`src/rtl/vvctrl_instr_encoder_pkg.sv`:
```
// Shared definitions for the VV instruction encoder: field widths and bit
// positions of the instruction word, opcode set, encoder state enum,
// per-opcode field-usage masks and the NOP word.
package vvctrl_instr_encoder_pkg;

  // Field widths
  localparam int VVCTRL_OPCODE_WIDTH     = 4;
  localparam int RF_ADDR_WIDTH           = 4;
  localparam int VVENG_RF_WIDTH          = 8;
  localparam int VVCTRL_INSTR_RS_WIDTH   = 2;
  localparam int VVENG_ID_WIDTH          = 4;
  localparam int VV_ACTCODE_WIDTH        = 2;
  localparam int VVENG_INSTRUCTION_WIDTH = 26;

  // Field LSB positions, identical to what the downstream decoder extracts
  localparam int OPCODE_LSB = 0;
  localparam int ADDR_LSB   = 4;
  localparam int DATA_LSB   = 8;
  localparam int RS1_LSB    = 16;
  localparam int RS2_LSB    = 18;
  localparam int ID_LSB     = 20;
  localparam int ACT_LSB    = 24;

  typedef enum logic [VVCTRL_OPCODE_WIDTH-1:0] {
    VVCTRL_NOP       = 4'd0,
    VVCTRL_WRITE0    = 4'd1,
    VVCTRL_WRITE1    = 4'd2,
    VVCTRL_ADD_XY    = 4'd3,
    VVCTRL_SUB_XY    = 4'd4,
    VVCTRL_MULT_XY   = 4'd5,
    VVCTRL_SELECTBLK = 4'd6,
    VVCTRL_ACTIVATE  = 4'd7
  } vvctrl_opcode_e;

  typedef enum logic {
    IDLE = 1'b0,
    WAIT = 1'b1
  } enc_state_e;

  // Which request fields an opcode carries into the word
  typedef struct packed {
    logic addr;
    logic data;
    logic rs1;
    logic rs2;
    logic id;
    logic act;
  } field_use_t;

  typedef struct packed {
    logic       supported;
    field_use_t fields;
  } op_info_t;

  typedef struct packed {
    logic [VVCTRL_OPCODE_WIDTH-1:0]   opcode;
    logic [RF_ADDR_WIDTH-1:0]         addr;
    logic [VVENG_RF_WIDTH-1:0]        data;
    logic [VVCTRL_INSTR_RS_WIDTH-1:0] rs1;
    logic [VVCTRL_INSTR_RS_WIDTH-1:0] rs2;
    logic [VVENG_ID_WIDTH-1:0]        id;
    logic [VV_ACTCODE_WIDTH-1:0]      act;
  } req_fields_t;

  localparam field_use_t USE_NONE   = '{default: 1'b0};
  localparam field_use_t USE_WRITE  = '{addr: 1'b1, data: 1'b1, default: 1'b0};
  localparam field_use_t USE_ALU    = '{addr: 1'b1, rs1: 1'b1, rs2: 1'b1, default: 1'b0};
  localparam field_use_t USE_SELBLK = '{id: 1'b1, default: 1'b0};
  localparam field_use_t USE_ACT    = '{addr: 1'b1, act: 1'b1, default: 1'b0};

  localparam logic [VVENG_INSTRUCTION_WIDTH-1:0] NOP_WORD =
    VVENG_INSTRUCTION_WIDTH'(VVCTRL_NOP);

  // Opcode lookup: support flag plus the fields the opcode uses
  function automatic op_info_t opInfo(input logic [VVCTRL_OPCODE_WIDTH-1:0] op);
    op_info_t info;
    info.supported = 1'b1;
    info.fields    = USE_NONE;
    case (op)
      VVCTRL_NOP:                                      info.fields = USE_NONE;
      VVCTRL_WRITE0, VVCTRL_WRITE1:                    info.fields = USE_WRITE;
      VVCTRL_ADD_XY, VVCTRL_SUB_XY, VVCTRL_MULT_XY:    info.fields = USE_ALU;
      VVCTRL_SELECTBLK:                                info.fields = USE_SELBLK;
      VVCTRL_ACTIVATE:                                 info.fields = USE_ACT;
      default:                                         info.supported = 1'b0;
    endcase
    return info;
  endfunction

endpackage

```
`src/rtl/vvctrl_instr_pack.sv`:
```
// Combinational packer: places the request fields used by the opcode into
// one instruction word; unused bits stay 0. Unsupported opcodes yield the
// NOP word and raise badOp.
module vvctrl_instr_pack
  import vvctrl_instr_encoder_pkg::*;
(
  input  logic [VVCTRL_OPCODE_WIDTH-1:0]     opcode,
  input  logic [RF_ADDR_WIDTH-1:0]           addr,
  input  logic [VVENG_RF_WIDTH-1:0]          data,
  input  logic [VVCTRL_INSTR_RS_WIDTH-1:0]   rs1,
  input  logic [VVCTRL_INSTR_RS_WIDTH-1:0]   rs2,
  input  logic [VVENG_ID_WIDTH-1:0]          id,
  input  logic [VV_ACTCODE_WIDTH-1:0]        actcode,
  output logic [VVENG_INSTRUCTION_WIDTH-1:0] word,
  output logic                               badOp
);

  op_info_t info;

  // Build the word field by field according to the opcode's usage mask
  always_comb begin
    // NOTE: every output gets a default first so no path leaves it unassigned (no latch).
    info  = opInfo(opcode);
    word  = NOP_WORD;
    badOp = !info.supported;
    if (info.supported) begin
      word[OPCODE_LSB +: VVCTRL_OPCODE_WIDTH] = opcode;
      if (info.fields.addr) word[ADDR_LSB +: RF_ADDR_WIDTH]         = addr;
      if (info.fields.data) word[DATA_LSB +: VVENG_RF_WIDTH]        = data;
      if (info.fields.rs1)  word[RS1_LSB  +: VVCTRL_INSTR_RS_WIDTH] = rs1;
      if (info.fields.rs2)  word[RS2_LSB  +: VVCTRL_INSTR_RS_WIDTH] = rs2;
      if (info.fields.id)   word[ID_LSB   +: VVENG_ID_WIDTH]        = id;
      if (info.fields.act)  word[ACT_LSB  +: VV_ACTCODE_WIDTH]      = actcode;
    end
  end

endmodule

```
`src/rtl/vvctrl_instruction_decoder.sv`:
```
// Field extractor for the VV instruction word; the same view of the word
// that vvctrl_blkSignalGen consumes. Used by the encoder self-check build.
module vvctrl_instruction_decoder
  import vvctrl_instr_encoder_pkg::*;
(
  input  logic [VVENG_INSTRUCTION_WIDTH-1:0] instruction,
  output logic [VVCTRL_OPCODE_WIDTH-1:0]     opcode,
  output logic [RF_ADDR_WIDTH-1:0]           addr,
  output logic [VVENG_RF_WIDTH-1:0]          data,
  output logic [VVCTRL_INSTR_RS_WIDTH-1:0]   rs1,
  output logic [VVCTRL_INSTR_RS_WIDTH-1:0]   rs2,
  output logic [VVENG_ID_WIDTH-1:0]          id,
  output logic [VV_ACTCODE_WIDTH-1:0]        actcode
);

  assign opcode  = instruction[OPCODE_LSB +: VVCTRL_OPCODE_WIDTH];
  assign addr    = instruction[ADDR_LSB   +: RF_ADDR_WIDTH];
  assign data    = instruction[DATA_LSB   +: VVENG_RF_WIDTH];
  assign rs1     = instruction[RS1_LSB    +: VVCTRL_INSTR_RS_WIDTH];
  assign rs2     = instruction[RS2_LSB    +: VVCTRL_INSTR_RS_WIDTH];
  assign id      = instruction[ID_LSB     +: VVENG_ID_WIDTH];
  assign actcode = instruction[ACT_LSB    +: VV_ACTCODE_WIDTH];

endmodule

```
`src/rtl/vvctrl_instr_encoder.sv`:
```
// VV engine instruction issuer. Accepts field-level requests over
// valid/ready, registers one packed instruction word per accept, and pads
// idle cycles and per-request gaps with NOP words.
// Optional: `define VVCTRL_ENC_SELFCHECK_EN to decode the issued word and
// flag any mismatch against the accepted request on selfcheck_err.
module vvctrl_instr_encoder
  import vvctrl_instr_encoder_pkg::*;
#(
  parameter int WAIT_WIDTH = 4,
  parameter int AUTO_GAP   = 0,
  parameter int CNT_WIDTH  = 16
) (
  input  logic                               clk,
  input  logic                               rstn,
  input  logic                               req_valid,
  output logic                               req_ready,
  input  logic [VVCTRL_OPCODE_WIDTH-1:0]     req_opcode,
  input  logic [RF_ADDR_WIDTH-1:0]           req_addr,
  input  logic [VVENG_RF_WIDTH-1:0]          req_data,
  input  logic [VVCTRL_INSTR_RS_WIDTH-1:0]   req_rs1,
  input  logic [VVCTRL_INSTR_RS_WIDTH-1:0]   req_rs2,
  input  logic [VVENG_ID_WIDTH-1:0]          req_id,
  input  logic [VV_ACTCODE_WIDTH-1:0]        req_actcode,
  input  logic [WAIT_WIDTH-1:0]              req_wait,
  output logic [VVENG_INSTRUCTION_WIDTH-1:0] instruction,
  output logic                               instr_valid,
  output logic [CNT_WIDTH-1:0]               instr_count,
  output logic                               err_badop,
  input  logic                               dbg_clk_enable
`ifdef VVCTRL_ENC_SELFCHECK_EN
  ,
  output logic                               selfcheck_err
`endif
);

  localparam logic [WAIT_WIDTH-1:0] AUTO_GAP_W = WAIT_WIDTH'(AUTO_GAP);

  enc_state_e                       state, stateNext;
  logic [WAIT_WIDTH-1:0]            waitCnt, waitCntNext;
  logic [WAIT_WIDTH-1:0]            gap;
  logic                             accept;
  logic [VVENG_INSTRUCTION_WIDTH-1:0] packedWord;
  logic                             packedBad;

  // Ready depends on state and stepping only, never on req_valid
  assign req_ready = (state == IDLE) && dbg_clk_enable && rstn;
  assign accept    = req_valid && req_ready;
  assign gap       = (req_wait > AUTO_GAP_W) ? req_wait : AUTO_GAP_W;

  vvctrl_instr_pack u_pack (
    .opcode  (req_opcode),
    .addr    (req_addr),
    .data    (req_data),
    .rs1     (req_rs1),
    .rs2     (req_rs2),
    .id      (req_id),
    .actcode (req_actcode),
    .word    (packedWord),
    .badOp   (packedBad)
  );

  // Next state: WAIT holds for the issue cycle plus G padding cycles; frozen while stepping is off
  always_comb begin
    stateNext   = state;
    waitCntNext = waitCnt;
    if (dbg_clk_enable) begin
      case (state)
        IDLE: begin
          if (accept && (gap != '0)) begin
            stateNext   = WAIT;
            waitCntNext = gap;
          end
        end
        WAIT: begin
          if (waitCnt == '0) stateNext = IDLE;
          else               waitCntNext = waitCnt - WAIT_WIDTH'(1);
        end
        default: stateNext = IDLE;
      endcase
    end
  end

  // State register and wait counter
  always_ff @(posedge clk or negedge rstn) begin
    // NOTE: async reset is sampled on the negedge of rstn; state uses non-blocking assignments so all flops update together.
    if (!rstn) begin
      state   <= IDLE;
      waitCnt <= '0;
    end else begin
      state   <= stateNext;
      waitCnt <= waitCntNext;
    end
  end

  // Output word register: encoded word on accept, NOP otherwise, plus issue count and sticky bad-op
  always_ff @(posedge clk or negedge rstn) begin
    if (!rstn) begin
      instruction <= NOP_WORD;
      instr_valid <= 1'b0;
      instr_count <= '0;
      err_badop   <= 1'b0;
    end else begin
      instruction <= accept ? packedWord : NOP_WORD;
      instr_valid <= accept;
      if (accept)              instr_count <= instr_count + CNT_WIDTH'(1);
      if (accept && packedBad) err_badop   <= 1'b1;
    end
  end

`ifdef VVCTRL_ENC_SELFCHECK_EN
  req_fields_t                      reqQ;
  op_info_t                         chkInfo;
  logic                             mismatch;
  logic [VVCTRL_OPCODE_WIDTH-1:0]   decOpcode;
  logic [RF_ADDR_WIDTH-1:0]         decAddr;
  logic [VVENG_RF_WIDTH-1:0]        decData;
  logic [VVCTRL_INSTR_RS_WIDTH-1:0] decRs1;
  logic [VVCTRL_INSTR_RS_WIDTH-1:0] decRs2;
  logic [VVENG_ID_WIDTH-1:0]        decId;
  logic [VV_ACTCODE_WIDTH-1:0]      decAct;

  vvctrl_instruction_decoder u_decoder (
    .instruction (instruction),
    .opcode      (decOpcode),
    .addr        (decAddr),
    .data        (decData),
    .rs1         (decRs1),
    .rs2         (decRs2),
    .id          (decId),
    .actcode     (decAct)
  );

  // Copy of the accepted request, aligned with the registered word
  always_ff @(posedge clk or negedge rstn) begin
    if (!rstn) reqQ <= '0;
    else if (accept) reqQ <= '{opcode: req_opcode, addr: req_addr, data: req_data,
                               rs1: req_rs1, rs2: req_rs2, id: req_id, act: req_actcode};
  end

  // Compare only the fields the issued opcode carries; bad opcodes must decode as NOP
  always_comb begin
    chkInfo  = opInfo(reqQ.opcode);
    mismatch = 1'b0;
    if (chkInfo.supported) begin
      if (decOpcode != reqQ.opcode)                      mismatch = 1'b1;
      if (chkInfo.fields.addr && (decAddr != reqQ.addr)) mismatch = 1'b1;
      if (chkInfo.fields.data && (decData != reqQ.data)) mismatch = 1'b1;
      if (chkInfo.fields.rs1  && (decRs1  != reqQ.rs1))  mismatch = 1'b1;
      if (chkInfo.fields.rs2  && (decRs2  != reqQ.rs2))  mismatch = 1'b1;
      if (chkInfo.fields.id   && (decId   != reqQ.id))   mismatch = 1'b1;
      if (chkInfo.fields.act  && (decAct  != reqQ.act))  mismatch = 1'b1;
    end else if (decOpcode != VVCTRL_NOP) begin
      mismatch = 1'b1;
    end
  end

  // Sticky self-check error
  always_ff @(posedge clk or negedge rstn) begin
    if (!rstn) selfcheck_err <= 1'b0;
    else if (instr_valid && mismatch) selfcheck_err <= 1'b1;
  end
`endif

endmodule
```
`config.mk`:
```
export PLATFORM = sky130hd
export DESIGN_NAME = vvctrl_instr_encoder
export DESIGN_NICKNAME = d
export VERILOG_FILES = /design/src/rtl/vvctrl_instr_encoder_pkg.sv /design/src/rtl/vvctrl_instr_pack.sv /design/src/rtl/vvctrl_instruction_decoder.sv /design/src/rtl/vvctrl_instr_encoder.sv
export SDC_FILE = /design/constraint.sdc
export NUM_CORES = 1
export LEC_CHECK = 0
export BUFFER_PORTS_ARGS = -buffer_cell sky130_fd_sc_hd__buf_2
export CAP_MARGIN = 30
export CORE_MARGIN = 2
export CORE_UTILIZATION = 47
export CTS_BUF_LIST = sky130_fd_sc_hd__clkbuf_16
export CTS_CLUSTER_SIZE = 10
export DETAILED_ROUTE_END_ITERATION = 8
export HOLD_SLACK_MARGIN = 0.12
export PLACE_DENSITY = 0.78
export SLEW_MARGIN = 20
export SYNTH_ARGS = -nofsm -noshare
export SYNTH_HDL_FRONTEND = slang
export SYNTH_SLANG_ARGS = --single-unit
export TNS_END_PERCENT = 5
```
`constraint.sdc`:
```
create_clock -name clk -period 2.15 [get_ports clk]
set_input_delay 0 -clock clk [delete_from_list [all_inputs] [get_ports clk]]
set_output_delay 0 -clock clk [all_outputs]
set_load 0.05 [all_outputs]
```
==> flow_metrics.env <==
export IMPL_seq_area_frac_synth_pct=61.9
export IMPL_synth_nets=202
export IMPL_required_ps=2310
export IMPL_nFillCells=272
export IMPL_setup_viol=0
export IMPL_max_vdd_ir_drop_uv=519
export IMPL_drc=0
export IMPL_numPortBuffers=78
export IMPL_grt_start_max_net_pins=51
export IMPL_synthAdderAreaFrac_pct=1.26
export IMPL_setup_tns_ps=0
export IMPL_start_util_pct=49.2
export IMPL_grt_pass1_vias=1605
export IMPL_core_region_area_um2=4030
export IMPL_tritoncts="yes"
export IMPL_ant_nets=0
export IMPL_synth_top_area_share_pct=61.9
export IMPL_drtIter0Drc=90
export IMPL_synthMuxAreaShare_pct=0.505
export IMPL_diodes=0
export IMPL_synthDistinctLibCells=34
export IMPL_clock_path_buffers=2
export IMPL_path_delay_family="compound AO/OA/AOI/OAI gates"
export IMPL_fmax_mhz=507
export IMPL_synth_xor_area_share_pct=7.51
export IMPL_synth_compound_area_share_pct=5.24
export IMPL_syn_inst=166
export IMPL_skew_ps=7.27
export IMPL_syn_cell_area_um2=1980
export IMPL_multi_input_area_um2=716
export IMPL_die_area_um2=4750
export IMPL_vias=1589
export IMPL_synthArstFlopShare_pct=100
export IMPL_ys_warn_count=0
export IMPL_synth_common_cells="dfrtp_1, and2_1, nand2_1"
export IMPL_firstDrtPassIters=4
export IMPL_outcome="finished clean"
export IMPL_layout_setup_ws_ps=179
export IMPL_synth_top_family_by_area="simple AND/OR/NAND/NOR gates"
export IMPL_rsz0062_at_grt="no"
export IMPL_grt_ovfl_total=0
export IMPL_synth_flop_cell="dfrtp_1"
export IMPL_regArea_um2=1230
export IMPL_fin_crit_ps=1970
export IMPL_maxSlewViolCount=0
export IMPL_worstMarginPinSlew_ps=609
export IMPL_cp_end_kind="flop"
export IMPL_synth_area_leaders="dfrtp_1, and2_1, xnor2_1, xor2_1, nand2_1"
export IMPL_hold_path_class="input pin to flop"
export IMPL_place_ws_ps=207
export IMPL_dp_hpwl_mm=2.84
export IMPL_max_stage_delay_ps=480
export IMPL_critical_path_cell_chain="inv_1 > ha_1 > or3b_2 > a32oi_4 > a21oi_1 > a211o_2"
export IMPL_syn_avg_cell_area_um2=11.9
export IMPL_post_route_period_util_pct=91.7
export IMPL_p_leak_nw=1.59
export IMPL_area_growth_pct=48.7
export IMPL_cts_root_buf="clkbuf_16"
export IMPL_drive_gt1_share_pct=34.4
export IMPL_path_class="flop to flop"
export IMPL_crit_arrival_ps=2130
export IMPL_power_density_nw_per_um2=907
export IMPL_grt_pass1_wl_mm=7.16
export IMPL_crit_buf_inv=1
export IMPL_synth_top_area_cell="dfrtp_1"
export IMPL_path_max_fanout=9
export IMPL_final_nets=320
export IMPL_relSlewSlack_pct=59.4
export IMPL_post_cts_buffers=0
export IMPL_cp_slowest_cell="or3b_2"
export IMPL_numCtsBuffers=5
export IMPL_max_cap_violations=0
export IMPL_routed_wl_mm=4.58
export IMPL_synth_simple_area_share_pct=21.3
export IMPL_die_h_um=68.9
export IMPL_htree_levels=2
export IMPL_ys_seq_elements=49
export IMPL_gp_congestion=0.803
export IMPL_core_rowCount=23
export IMPL_insertion_delay_ps=280
export IMPL_ios=79
export IMPL_startpoint_type="flop"
export IMPL_hold_viol_final=0
export IMPL_dieWidth_um=68.9
export IMPL_clock_sinks=49
export IMPL_synth_most_common_cell="dfrtp_1"
export IMPL_via_per_inst=4.74
export IMPL_synth_edf_count=0
export IMPL_post_drt_wl_per_cell_um=13.7
export IMPL_gr_usage_all_layers_pct=21.0
export IMPL_antenna_found_initial=0
export IMPL_path_clk_slew_ps=60
==> layout make-up <==
cell class	count	area share, %
inverter	8	1.02
tap	50	2.12
clock inverter	3	1.49
clock buffer	5	4.25
multi-input combinational	106	24.3
timing repair buffer	114	25.2
sequential	49	41.6
==> flip-flops by register name, indices dropped and copies added, names as in the netlist <==
register,count
err_badop,1
instr_count,16
instr_valid,1
instruction,26
state,1
waitCnt,4
==> power by group <==
part           internal, mW  switching (mW)  total (mW)
clock network         0.550           0.323       0.873
registers              1.02          0.0987        1.12
logic                 0.249           0.429       0.678
total                  1.82           0.850        2.67
==> placed cells by master (no fill, tap or decap), types with 2 or more instances in the layout <==
cell type,n
a21oi_1,3
and2_1,19
and3_1,5
and4_1,3
buf_2,78
buf_4,3
clkbuf_16,5
dfrtp_1,49
dlygate4sd3_1,33
ha_1,2
inv_1,8
nand2_1,14
nand3_1,3
nand4_1,3
nor2_1,11
nor3_2,2
o21ai_0,4
or3_1,3
xnor2_1,9
xor2_1,8
==> through the flow <==
step | hold slack [ps] | instance area (um^2) | power, mW | instances | util [%]
final | 147 | 2950 | 2.67 | 335 | 73.1
after global routing | 183 | 2950 | 2.81 | 335 | 73.1
after CTS | 131 | 2940 | 2.69 | 335 | 73.1
after detailed placement | 190 | 2440 | 1.77 | 294 | 60.7
after global placement | 184 | 2440 | 1.75 | 294 | 60.7
after floorplan | -296 | 1980 | 1.58 | 166 | -
==> metal layers <==
metal,GRT usage (%),routed length [um],vias up
met4,6.37,42,0
met1,26.0,1920,746
met3,8.12,350,4
met5,0,0,-
met2,34.0,2280,56
li1,-,-,783
==> path summary, 6_finish.rpt <==
check / startpoint / end / slack [ps] / cells after the start
max: waitCnt[0] / waitCnt[3] / 180 / 6
min: req_wait[3] / waitCnt[3] / 150 / 4
max reg2reg: waitCnt[0] / waitCnt[3] / 180 / 6
min reg2reg: err_badop / err_badop / 470 / 1
max in group asynchronous: rstn / err_badop / 1340 / 3
min in group asynchronous: rstn / instr_valid / 410 / 3
==> tightest hold or removal path, cell delays in order <==
cell and delay [ps]:
buf_2 90, nand2_1 50, a21oi_1 150, a211o_2 110
==> logic make-up (layout without fill, tap and decap cells) <==
| group | Yosys count | count (layout) |
|---|---|---|
| compound gates | 13 | 13 |
| xor+xnor | 17 | 17 |
| fa+ha+maj | 2 | 2 |
| buf+inv | 11 | 130 |
| flops | 49 | 49 |
| mux | 1 | 1 |
| other cells | 1 | 1 |
| simple gates | 72 | 72 |
==> what timing repair did <==
item                                    4_1_cts  5_1_grt
gates resized for setup                       0        1
endpoints found under the setup margin        0        2
hold endpoints to repair                     79        0
hold buffers                                 33        0
(Power assumes the default switching activity.)
